===== config.mk =====
export PLATFORM = sky130hd
export DESIGN_NAME = register_fifo
export DESIGN_NICKNAME = d
export VERILOG_FILES = /design/src/rtl/register_fifo.sv
export SDC_FILE = /design/constraint.sdc
export NUM_CORES = 1
export LEC_CHECK = 0
export ABC_AREA = 1
export ABC_CLOCK_PERIOD_IN_PS = 2150
export CORE_MARGIN = 1
export CORE_UTILIZATION = 44
export CTS_CLUSTER_SIZE = 40
export DETAILED_ROUTE_END_ITERATION = 6
export PLACE_DENSITY = 0.69
export RECOVER_POWER = 100
export SLEW_MARGIN = 20
export SYNTH_ARGS = -nofsm -noshare
export SYNTH_HDL_FRONTEND = slang
export SYNTH_SLANG_ARGS = --single-unit

===== constraint.sdc =====
create_clock -name clk -period 2.15 [get_ports clk]
set_input_delay 0.3225 -clock clk [delete_from_list [all_inputs] [get_ports clk]]
set_output_delay 0.3225 -clock clk [all_outputs]
set_load 0.01 [all_outputs]

===== src/rtl/register_fifo.sv =====
// Register-based synchronous FIFO with registered read data, registered
// full/empty/count flags and one-cycle overflow/underflow pulses.
module register_fifo #(
    parameter int WIDTH = 10,
    parameter int DEPTH = 4
) (
    input  logic                       clk,
    input  logic                       rst_n,
    input  logic                       wr_en,
    input  logic [WIDTH-1:0]           d_in,
    input  logic                       rd_en,
    output logic [WIDTH-1:0]           q_out,
    output logic                       full,
    output logic                       empty,
    output logic [$clog2(DEPTH):0]     count,
    output logic                       overflow,
    output logic                       underflow
);

    localparam int PTR_W = $clog2(DEPTH);
    localparam int CNT_W = PTR_W + 1;
    localparam logic [CNT_W-1:0] FULL_CNT = CNT_W'(DEPTH);

    logic [WIDTH-1:0] mem [DEPTH];
    logic [PTR_W-1:0] wr_ptr, rd_ptr;
    logic [CNT_W-1:0] cnt_nxt;
    logic             do_wr, do_rd;

    // A write into a full FIFO is legal only when a read frees a slot on the same edge.
    assign do_rd = rd_en && !empty;
    assign do_wr = wr_en && (!full || rd_en);

    always_comb begin
        cnt_nxt = count;
        case ({do_wr, do_rd})
            2'b10:   cnt_nxt = count + CNT_W'(1);
            2'b01:   cnt_nxt = count - CNT_W'(1);
            default: cnt_nxt = count;
        endcase
    end

    // Storage is never cleared; empty masks any stale words after reset.
    always_ff @(posedge clk) begin
        if (rst_n && do_wr)
            mem[wr_ptr] <= d_in;
    end

    always_ff @(posedge clk) begin
        if (!rst_n) begin
            wr_ptr    <= '0;
            rd_ptr    <= '0;
            count     <= '0;
            empty     <= 1'b1;
            full      <= 1'b0;
            q_out     <= '0;
            overflow  <= 1'b0;
            underflow <= 1'b0;
        end else begin
            if (do_wr)
                wr_ptr <= wr_ptr + PTR_W'(1);
            // Old contents are read, so a same-edge write to this slot is never bypassed.
            if (do_rd) begin
                q_out  <= mem[rd_ptr];
                rd_ptr <= rd_ptr + PTR_W'(1);
            end
            count     <= cnt_nxt;
            empty     <= (cnt_nxt == '0);
            full      <= (cnt_nxt == FULL_CNT);
            overflow  <= wr_en && full && !rd_en;
            underflow <= rd_en && empty;
        end
    end

endmodule


Yosys cells after proc, flatten, opt, wreduce, memory -nomap -nowiden
Memory sizes are Yosys's and may differ from the RTL's. A register that Yosys moved wholly into a read port is not among the register bits.
Index checks and enable logic that the tools add are counted.

storage, ports and cells
  output and inout port bits = 17
  bits in latches = 0
  memory bits (read-only) = 0
  bits in writable memories = 40
  register bits = 11
  memories = 1
  bits of input ports = 14

cells by class
  multiplexer cells = 3
  order comparisons = 0
  shift-type cells = 0
  bitwise logic cells = 0
  $add $sub $neg = 4
  div/mod/pow operators = 0
  eq/ne operators = 3
  multipliers = 0
  reduce and logical (&&, ||, !) cells = 12

memories
  name  words  width  rd ports  clocked after Yosys merged registers in  wr ports  line  source
  mem   4      10     1         1                                        1         24    logic [WIDTH-1:0] mem [DEPTH];

operator list
  operator             count
  $logic_and 1x1->1    6
  $pmux 3 s2           1
  $add 2x1->2 const B  2
  $logic_not 1->1      4
  $add 3x1->3 const B  1
  $eq 3x3->1 const B   1
  $logic_not 3->1      1
  $sub 3x1->3 const B  1
  $eq 2x1->1 const B   1
  $eq 2x2->1 const B   1
  $mux 1               2
  $logic_or 1x1->1     1

Depth between registers and ports, before layout
Gate-level depths: netlist of run 1.

  depth after elaboration = 6
  gate-level depth with buffers = 11

Worst setup path after synthesis of run 1
No wires, ideal clock.

  path kind = reg2reg
  start = register empty
  end = register empty
  buffers on the path = 1
  stages on the path, launching flop included = 10
  period minus slack after synthesis = 1,744 ps
  arrival = 1,685 ps
  setup slack = 406 ps
  cell sequence = dfxtp_1 > nor2_4 > buf_2 > ha_1 > fa_1 > nand2_1 > nand2_1 > nor2_1 > nand3_1 > nand2_1

on the way
  cells in the longest elaborated chain, start to end = 5
  elaborated cells between the ends (all ways) = 6
  classes of those cells = eq/ne (2); mux (1); reduce/logical (3)

RTL lines
  item                                             line  source
  start: declaration                               14    output logic empty,
  start signal: assignment                         67    empty <= (cnt_nxt == '0);
  $logic_not 1->1 (*)                              30    assign do_rd = rd_en && !empty;
  $logic_and 1x1->1 (*)                            30
  net do_rd                                        27    logic do_wr, do_rd;
  $eq 2x1->1 / $eq 2x2->1 (equally long branches)  35    case ({do_wr, do_rd})
  $pmux 3 s2 (*)                                   35
  $logic_not 3->1 (*)                              67

The timed path passes the listed nets; every way through them passes the cells marked *.
A chain may end at the register's enable or synchronous reset.

Final worst setup path of run 1
  start = input rd_en
  end = memory mem[2][5] (enable)

on the way
  cells in the longest elaborated chain, start to end = 5

RTL lines
  item                          line  source
  start: declaration            11    input logic rd_en,
  $logic_or 1x1->1              31    assign do_wr = wr_en && (!full || rd_en);
  $logic_and 1x1->1             31
  $logic_and 1x1->1             44    if (rst_n && do_wr)
  $mux 1                        44
  $mux 1 (not written as such)  45    mem[wr_ptr] <= d_in;
  end: declaration              24

Every way passes these cells.

==> results of run 1 <==
-- critical path, cell delays in order --
cell,delay (ps)
clkdlybuf4s50_1,460
inv_1,80
nand2_1,90
clkbuf_4,130
nand3_1,120
nor2_1,110
clkbuf_1,580
-- synthesized netlist by cell type --
| cell type | count | area (sq um) |
|---|---|---|
| buf_4 | 3 | 22.52 |
| inv_2 | 1 | 3.750 |
| nor2_1 | 30 | 112.6 |
| fa_1 | 1 | 20.02 |
| inv_1 | 48 | 180.2 |
| clkbuf_1 | 1 | 3.750 |
| nor2_4 | 1 | 11.26 |
| edfxtp_1 | 40 | 1201 |
| a21oi_1 | 4 | 20.02 |
| ha_1 | 5 | 62.56 |
| nand2_1 | 86 | 322.8 |
| buf_2 | 6 | 30.03 |
| o21ai_0 | 4 | 20.02 |
| nand3_1 | 24 | 120.1 |
| nand4_1 | 2 | 12.51 |
| dfxtp_1 | 21 | 420.4 |
-- how the worst max path moves through the flow --
stage                     startpoint             endpoint  slack (ps)  cells past startpoint
CTS                            rd_en      full$_SDFF_PN0_         260                     12
global placement               rd_en      full$_SDFF_PN0_          30                     11
floorplan           empty$_SDFF_PN1_     empty$_SDFF_PN1_         410                      9
detailed placement             rd_en  count[2]$_SDFF_PN0_         -70                     12
finish                         rd_en  mem[2][5]$_DFFE_PP_         200                      7
global route                   rd_en  mem[2][5]$_DFFE_PP_         100                      7
-- registers in the layout, indices dropped and copies added (netlist names) --
register,cells
q_out,10
count,3
rd_ptr,2
overflow,1
underflow,1
mem,40
wr_ptr,2
empty,1
full,1
-- cell type report --
type / instances / area share, %
multi-input cells: 157 / 22.51
clock buffers: 11 / 4.213
repair buffers: 41 / 11.60
inverters: 49 / 5.899
flip-flops and latches: 61 / 52.01
clock inverters: 5 / 0.8828
well taps: 72 / 2.889
-- per-stage QoR --
step / hold slack [ps] / power, mW
finish: 497.4 / 2.660
global route: 542.7 / 2.809
CTS: 497.6 / 2.724
detailed placement: 487.7 / 1.901
global placement: 482.2 / 1.888
floorplan: 421.4 / 1.702
-- layer usage --
metal | GRT usage [%] | share of wire (%) | wire length, um | up-vias
met5 | 0 | 0 | 0 | -
met4 | 14.81 | 3.7 | 168 | 0
met3 | 3.953 | 5.0 | 223 | 15
met2 | 27.63 | 50 | 2257 | 50
met1 | 18.04 | 41 | 1844 | 829
li1 | - | - | - | 943
-- cells by family after synthesis --
logic type                 count (synthesis)  share of synthesized area (%)
adders and majority gates                  6                          3.221
buffers and inverters                     59                          9.370
and+or+nand+nor                          143                          22.60
DFF                                       61                          63.25
AOI/OAI and AO/OA                          8                          1.562
-- report_power, final --
group	total (mW)	switching, mW	internal, mW
Sequential	1.38	0.0506	1.33
Clock	0.815	0.405	0.409
Combinational	0.465	0.270	0.195
Total	2.66	0.726	1.93
==> flow_summary.yaml, run 1 <==
synth:
  ys_seq_elements: 61
  avgSynthCellArea_sq_um: 9.255
  yosys_warnings: 0
  syn-num-nets: 297
  synth_area_sq_um: 2564
  synth_cell_types: 16
  ys_seq_area_share_pct: 63.25
  syn_inst: 277
die:
  dieWidth_um: 78.33
  die_h_um: 78.33
  core_sq_um: 5574
  io_pins: 31
  start_util_pct: 45.99
  rows: 27
  die-area_sq_um: 6136
drt:
  viasPerCell: 4.639
  drt_iter0_drc: 68
  wl_um: 4493
  post-route-drc-count: 0
  ant_nets: 0
  num_vias: 1837
  wl_per_cell_um: 11.35
  dr.pass1.iters: 4
clocking:
  cts_buffers: 9
  ctsResizeCount: 0
  htreeDepth: 3
  cts.sinks: 61
  clock_path_buffers: 2
  clkTransAtPathRegs_ps: 60
  tritoncts: "yes"
  postCtsHoldBufs: 0
  cts_root_buf: "clkbuf_8"
  post_cts_buffers: 0
  clkLatencyLatePin_ps: 330
sta:
  min_period_ps: 1949
  slew_violations: 0
  finalCritPeriodShare_pct: 90.66
  rsz0062_at_grt: "false"
  hold_viol: 0
  final.setup.tns_ps: 0
  fin_ws_ps: 200.8
  clock.fmax_mhz: 513.0
  setup_viol: 0
  relSlewSlack_pct: 50.19
  clock_skew_ps: 5.550
  worst_pin_slew_ps: 747.2
placed_design:
  placed_cells: 380
  place_area_sq_um: 2980
  dp.final_hpwl_um: 2926
  io_buffer_count: 30
  place.gp.congestion: 0.8162
  post-place-ws_ps: -68.80
critical_path:
  r2r_start: "full$_SDFF_PN0_"
  startpoint_type: "input pin"
  reg2reg_slack_ps: 440
  reg2reg_depth: 5
  end_kind: "flip-flop"
  timing.rr.end: "mem[2][5]$_DFFE_PP_"
  path_class: "input pin to flip-flop"
  worstPathMaxFanout: 10
  cp.arrival_ps: 1910
  crit_required_ps: 2110
grt:
  grt_pass1_vias: 1765
  grt_overflow_total: 0
  grt_start_max_net_pins: 24
  grt_pass1_wl_um: 7541
  antenna_found_initial: 0
  grt_util_all_layers_pct: 16.80
job:
  maxCapViolations: 0
power:
  leakagePower_nw: 1.425
  p_per_area_nw_per_um2: 853.0
  ir_worst_vdd_mv: 0.4094
final_layout:
  fin_area_sq_um: 3118
  fin_cells: 396
  multiInputGateArea_sq_um: 701.9
  layout.nets: 339
  final_util_pct: 55.94
  mostFrequentLayoutCell: "nand2_1"
  insertedDiodeCount: 0
  layout-drive-gt1-share_pct: 6.790
  area_delta_synth_final_pct: 21.62
  seq_area_sq_um: 1622
  final_cell_mix: "nand2_1, inv_1, edfxtp_1"
  n_fill_cell: 495
hold_path:
  min_from: "empty$_SDFF_PN1_"
  hold_depth: 2
  min_to: "underflow$_SDFF_PN0_"
  hold_class: "flip-flop to flip-flop"
outcome:
  status: "completed"
No activity file was read; power rests on OpenSTA's default activity.
==> run 2: changes to the inputs <==
- CELL_PAD_IN_SITES_DETAIL_PLACEMENT: not set -> 1
- CELL_PAD_IN_SITES_GLOBAL_PLACEMENT: not set -> 1
- CORE_MARGIN: 1 -> 2
- CORE_UTILIZATION: 44 -> 42
- GPL_TIMING_DRIVEN: not set -> 0
- PLACE_DENSITY: 0.69 -> 0.82
==> run 2 against run 1 <==
Combinational power increased by 15%. Worst hold slack got worse by 220 ps. Critical path type unchanged. First-iteration DRC count increased by 2.9%. Global-route usage increased by 2.5 points. Flip-flop and latch count unchanged. Non-clock buffer count decreased by 2. Critical endpoint is now mem[0][0]$_DFFE_PP_.
==> flow_summary.yaml, run 2 (synthesis results as in run 1) <==
drt:
  wl_um: 5812
  num_vias: 1895
  post-route-drc-count: 0
  wl_per_cell_um: 14.64
  ant_nets: 0
  viasPerCell: 4.773
  dr.pass1.iters: 4
  drt_iter0_drc: 70
power:
  ir_worst_vdd_mv: 0.5634
  cell_internal_pwr_mw: 2.119
  combPwrFrac_pct: 18.4
  swShare_pct: 26.90
  seqPwrFrac_pct: 47.7
  pwr-share-clk_pct: 33.9
  power_mw: 2.899
  leakagePower_nw: 1.389
  switchingPower_mw: 0.7797
  p_per_area_nw_per_um2: 919.0
sta:
  finalCritPeriodShare_pct: 96.30
  hold_viol: 0
  final.setup.tns_ps: 0
  clock.fmax_mhz: 483.0
  worst_pin_slew_ps: 1024
  setup_viol: 0
  slew_violations: 0
  relSlewSlack_pct: 31.46
  rsz0062_at_grt: "true"
  clock_skew_ps: 7.881
  min_period_ps: 2070
placed_design:
  io_buffer_count: 29
  place.gp.congestion: 0.7522
  place_area_sq_um: 2948
  dp.final_hpwl_um: 3876
grt:
  antenna_found_initial: 0
  grt_overflow_total: 0
  grt_start_max_net_pins: 11
  top_usage_layer: "met2"
  grt_pass1_vias: 1898
  groute.layer.met3.usage_pct: 4.348
  grt_pass1_wl_um: 9080
  globalRouteMet1Util_pct: 20.60
  grt_use_met2_pct: 34.23
  grt_util_all_layers_pct: 19.28
clocking:
  clkLatencyLatePin_ps: 340
  clkTransAtPathRegs_ps: 60
  postCtsHoldBufs: 0
  cts_root_buf: "clkbuf_8"
  cts.sinks: 61
  clock_path_buffers: 2
  htreeDepth: 3
  cts_buffers: 9
  tritoncts: "yes"
final_layout:
  n_fill_cell: 685
  largest_reg_flops: 40
  largest_register: "mem"
  final_cell_mix: "nand2_1, inv_1, edfxtp_1"
  fin_area_sq_um: 3154
  layout.nets: 337
  top_regs: "mem (40), q_out (10), count (3)"
  multiInputGateArea_sq_um: 714.4
  seq_area_sq_um: 1622
  mostFrequentLayoutCell: "nand2_1"
  insertedDiodeCount: 0
  layout-drive-gt1-share_pct: 8.696
  area_delta_synth_final_pct: 23.04
critical_path:
  crit_required_ps: 2100
  cp_top_family: "simple AND/OR/NAND/NOR gates"
  startpoint_type: "input pin"
  slowest_delay_ps: 830
  path_class: "input pin to flip-flop"
  worstPathCellList: "clkdlybuf4s50_1, inv_1, nand2_1, nand3_1, nor2_1"
  r2r_start: "full$_SDFF_PN0_"
  reg2reg_slack_ps: 290
  timing.rr.end: "mem[0][0]$_DFFE_PP_"
  reg2reg_depth: 3
  slowest_stage: "nor2_1"
  cp.arrival_ps: 2020
  end_kind: "flip-flop"
  cp_num_buf_inv: 2
  worstPathMaxFanout: 10
outcome:
  status: "completed"
die:
  die-area_sq_um: 6745
  rows: 28
  core_sq_um: 5921
  dieWidth_um: 82.13
  start_util_pct: 43.30
  die_h_um: 82.13
  io_pins: 31
hold_path:
  min_to: "empty$_SDFF_PN1_"
  hold_depth: 2
  hold_class: "input pin to flip-flop"
  min_from: "rst_n"
job:
  maxCapViolations: 0
-- run 2: cell type report --
type | instances | share of cell area (%)
Sequential cell | 61 | 51.41
Inverter | 49 | 5.831
Multi-Input combinational cell | 157 | 22.65
Tap cell | 75 | 2.975
Clock buffer | 13 | 4.720
Timing Repair Buffer | 29 | 9.203
Clock inverter | 3 | 1.230
Buffer | 10 | 1.983
-- run 2: power groups by stage --
| stage | clock network [mW] | registers (mW) | logic, mW |
|---|---|---|---|
| CTS | 1.01 | 1.38 | 0.535 |
| global route | 1.06 | 1.39 | 0.604 |
| global placement | 0 | 1.40 | 0.504 |
| finish | 0.983 | 1.38 | 0.534 |
| detailed placement | 0 | 1.41 | 0.525 |
| floorplan | 0 | 1.42 | 0.281 |
-- run 2: metal layers --
| metal | vias up | part of all wire (%) | wire (um) |
|---|---|---|---|
| met2 | 37 | 52 | 3006 |
| met1 | 905 | 42 | 2460 |
| met5 | - | 0 | 0 |
| met4 | 0 | 3.1 | 178 |
| li1 | 940 | - | - |
| met3 | 13 | 2.9 | 166 |
-- run 2: worst max path at each step --
stage | startpoint | endpoint | slack [ps] | cells after the start
2_1_floorplan | empty$_SDFF_PN1_ | empty$_SDFF_PN1_ | 410 | 9
3_3_place_gp | rd_en | full$_SDFF_PN0_ | -320 | 11
3_5_place_dp | rd_en | full$_SDFF_PN0_ | -380 | 11
4_1_cts | rd_en | mem[3][5]$_DFFE_PP_ | 40 | 5
5_1_grt | rd_en | mem[0][0]$_DFFE_PP_ | -50 | 5
6_report | rd_en | mem[0][0]$_DFFE_PP_ | 80 | 5
-- run 2: timing repair --
item                       CTS  global route
setup endpoints to repair    2            13
pin swaps                    0             1
buffers inserted             0             0
hold endpoints to repair     0             0
resized for setup            1             5
-- run 2: metrics by stage --
step	setup WS (ps)	cells	hold slack, ps	utilization [%]
6_report	79.61	397	277.1	53.28
5_1_grt	-51.24	397	280.7	53.28
4_1_cts	40.09	397	265.1	53.00
3_5_place_dp	-378.4	381	483.0	49.79
3_3_place_gp	-323.4	381	479.1	49.79
2_1_floorplan	406.1	277	421.4	-
==> run 3: changes to the inputs <==
- REMOVE_ABC_BUFFERS: not set -> 1
==> run 3 against run 2 <==
Count of clock-buffer cells in the layout down 2. Fmax down 1.4%. Via count down 1.8%. First-iteration DRC count down 16%. Combinational power down 13%. Setup slack worse by 29 ps. Sequential power about the same. Cell count down 1.8%.
==> flow_summary.yaml, run 3 (synthesis results as in run 1) <==
outcome:
  status: "completed"
clocking:
  cts.sinks: 61
  clock_path_buffers: 2
  htreeDepth: 3
  cts_buffers: 9
  tritoncts: "yes"
  clkTransAtPathRegs_ps: 70
  clkLatencyLatePin_ps: 330
  cts_root_buf: "clkbuf_8"
  postCtsHoldBufs: 0
placed_design:
  placed_cells: 372
  dp.final_hpwl_um: 3603
  io_buffer_count: 30
  place.gp.congestion: 0.6919
  place_area_sq_um: 2902
final_layout:
  insertedDiodeCount: 0
  mostFrequentLayoutCell: "nand2_1"
  fin_cells: 390
  largest_reg_flops: 40
  layout-drive-gt1-share_pct: 6.349
  top_regs: "mem (40), q_out (10), count (3)"
  layout.nets: 330
  fin_area_sq_um: 3088
  final_cell_mix: "nand2_1, inv_1, edfxtp_1"
  area_delta_synth_final_pct: 20.45
  largest_register: "mem"
sta:
  clock_skew_ps: 9.453
  hold_viol: 0
  rsz0062_at_grt: "true"
  min_period_ps: 2099
  relSlewSlack_pct: 33.44
  worst_pin_slew_ps: 994.7
  final.setup.tns_ps: 0
  setup_viol: 0
  hold_slack_ps: 498.0
  finalCritPeriodShare_pct: 97.64
  slew_violations: 0
  clock.fmax_mhz: 476.3
power:
  p_per_area_nw_per_um2: 886.7
  switchingPower_mw: 0.7814
  ir_worst_vdd_mv: 0.4142
  seqPwrFrac_pct: 51.1
  combPwrFrac_pct: 16.9
  swShare_pct: 28.54
  cell_internal_pwr_mw: 1.957
  pwr-share-clk_pct: 31.9
  leakagePower_nw: 1.401
hold_path:
  hold_class: "flip-flop to flip-flop"
  min_from: "full$_SDFF_PN0_"
  min_to: "overflow$_SDFF_PN0_"
  hold_depth: 2
grt:
  grt_util_all_layers_pct: 18.95
  grt_overflow_total: 0
  grt_start_max_net_pins: 25
  antenna_found_initial: 0
  grt_pass1_wl_um: 9052
  grt_pass1_vias: 1951
critical_path:
  path_class: "input pin to flip-flop"
  crit_required_ps: 2420
  r2r_start: "full$_SDFF_PN0_"
  cp.arrival_ps: 2370
  end_kind: "flip-flop"
  startpoint_type: "input pin"
  worstPathMaxFanout: 5
  reg2reg_slack_ps: 320
  timing.rr.end: "empty$_SDFF_PN1_"
  reg2reg_depth: 9
drt:
  num_vias: 1860
  post-route-drc-count: 0
  drt_iter0_drc: 59
  dr.pass1.iters: 4
  ant_nets: 0
  wl_um: 5614
  wl_per_cell_um: 14.39
  viasPerCell: 4.769
die:
  dieWidth_um: 82.13
  die_h_um: 82.13
  core_sq_um: 5921
  rows: 28
  io_pins: 31
  start_util_pct: 43.30
  die-area_sq_um: 6745
job:
  maxCapViolations: 0
-- run 3: cell types whose count changed in the layout (fill, tap and decap cells not counted) --
cell             previous run  this run
clkdlybuf4s50_1            19         3
buf_2                       5         0
nor2_1                     27        29
clkinv_2                    1         3
nor2_2                      3         2
buf_6                       1         0
ha_2                        1         0
clkbuf_1                    4         1
clkinvlp_4                  0         1
ha_1                        4         5
dlygate4sd3_1              10        27
bufinv_16                   1         0
buf_4                       3         1
-- run 3: final cells by class --
class	instances	area, sq um
Fill cell	681	2833
Sequential cell	61	1622
Multi-Input combinational cell	158	713.2
Timing Repair Buffer	31	307.8
Inverter	49	183.9
Clock buffer	11	141.4
Tap cell	75	93.84
Clock inverter	5	26.28
-- run 3: power by group through the flow --
stage	sequential [mW]	combinational [mW]	clock, mW
2_1_floorplan	1.43	0.246	0
3_3_place_gp	1.42	0.453	0
3_5_place_dp	1.42	0.474	0
4_1_cts	1.40	0.490	0.893
5_1_grt	1.41	0.529	0.942
6_report	1.40	0.464	0.874
-- run 3: per-layer routing --
layer  part of all wire [%]  GRT usage, %  vias up
li1                       -             -      929
met1                     43         21.01      890
met2                     52         33.33       30
met3                    2.9         4.565       11
met4                    2.3         10.50        0
met5                      0             0        -
-- run 3: stage by stage --
stage                     util [%]  power (mW)  worst slack (ps)
after floorplan                  -       1.678             351.9
after global placement       49.01       1.873            -434.3
after detailed placement     49.01       1.899            -485.6
after CTS                    52.07       2.786             14.64
after global routing         52.16       2.883            -109.0
final                        52.16       2.738             50.64
-- run 3: worst max-delay path: stages --
cell             delay, ps
clkdlybuf4s50_1        420
inv_1                  200
nand2_2                100
nand2_1                190
ha_1                   240
fa_1                   430
nand2_1                 90
nand2_1                 70
nor2_1                 150
nand3_1                 90
nand2_1                 70
-- run 3: timing repair --
item,in CTS,in global routing
pin swaps,1,0
gates cloned,1,0
gates resized for setup,0,5
endpoints found under the setup margin,3,43
setup buffers,1,0
-- run 3: worst max path at each step --
stage | from | endpoint | slack, ps | depth (start not counted)
floorplan | empty$_SDFF_PN1_ | empty$_SDFF_PN1_ | 350 | 8
global placement | rd_en | empty$_SDFF_PN1_ | -430 | 10
detailed placement | rd_en | empty$_SDFF_PN1_ | -490 | 10
CTS | rd_en | empty$_SDFF_PN1_ | 10 | 11
global route | rst_n | mem[3][9]$_DFFE_PP_ | -110 | 3
finish | rd_en | empty$_SDFF_PN1_ | 50 | 11
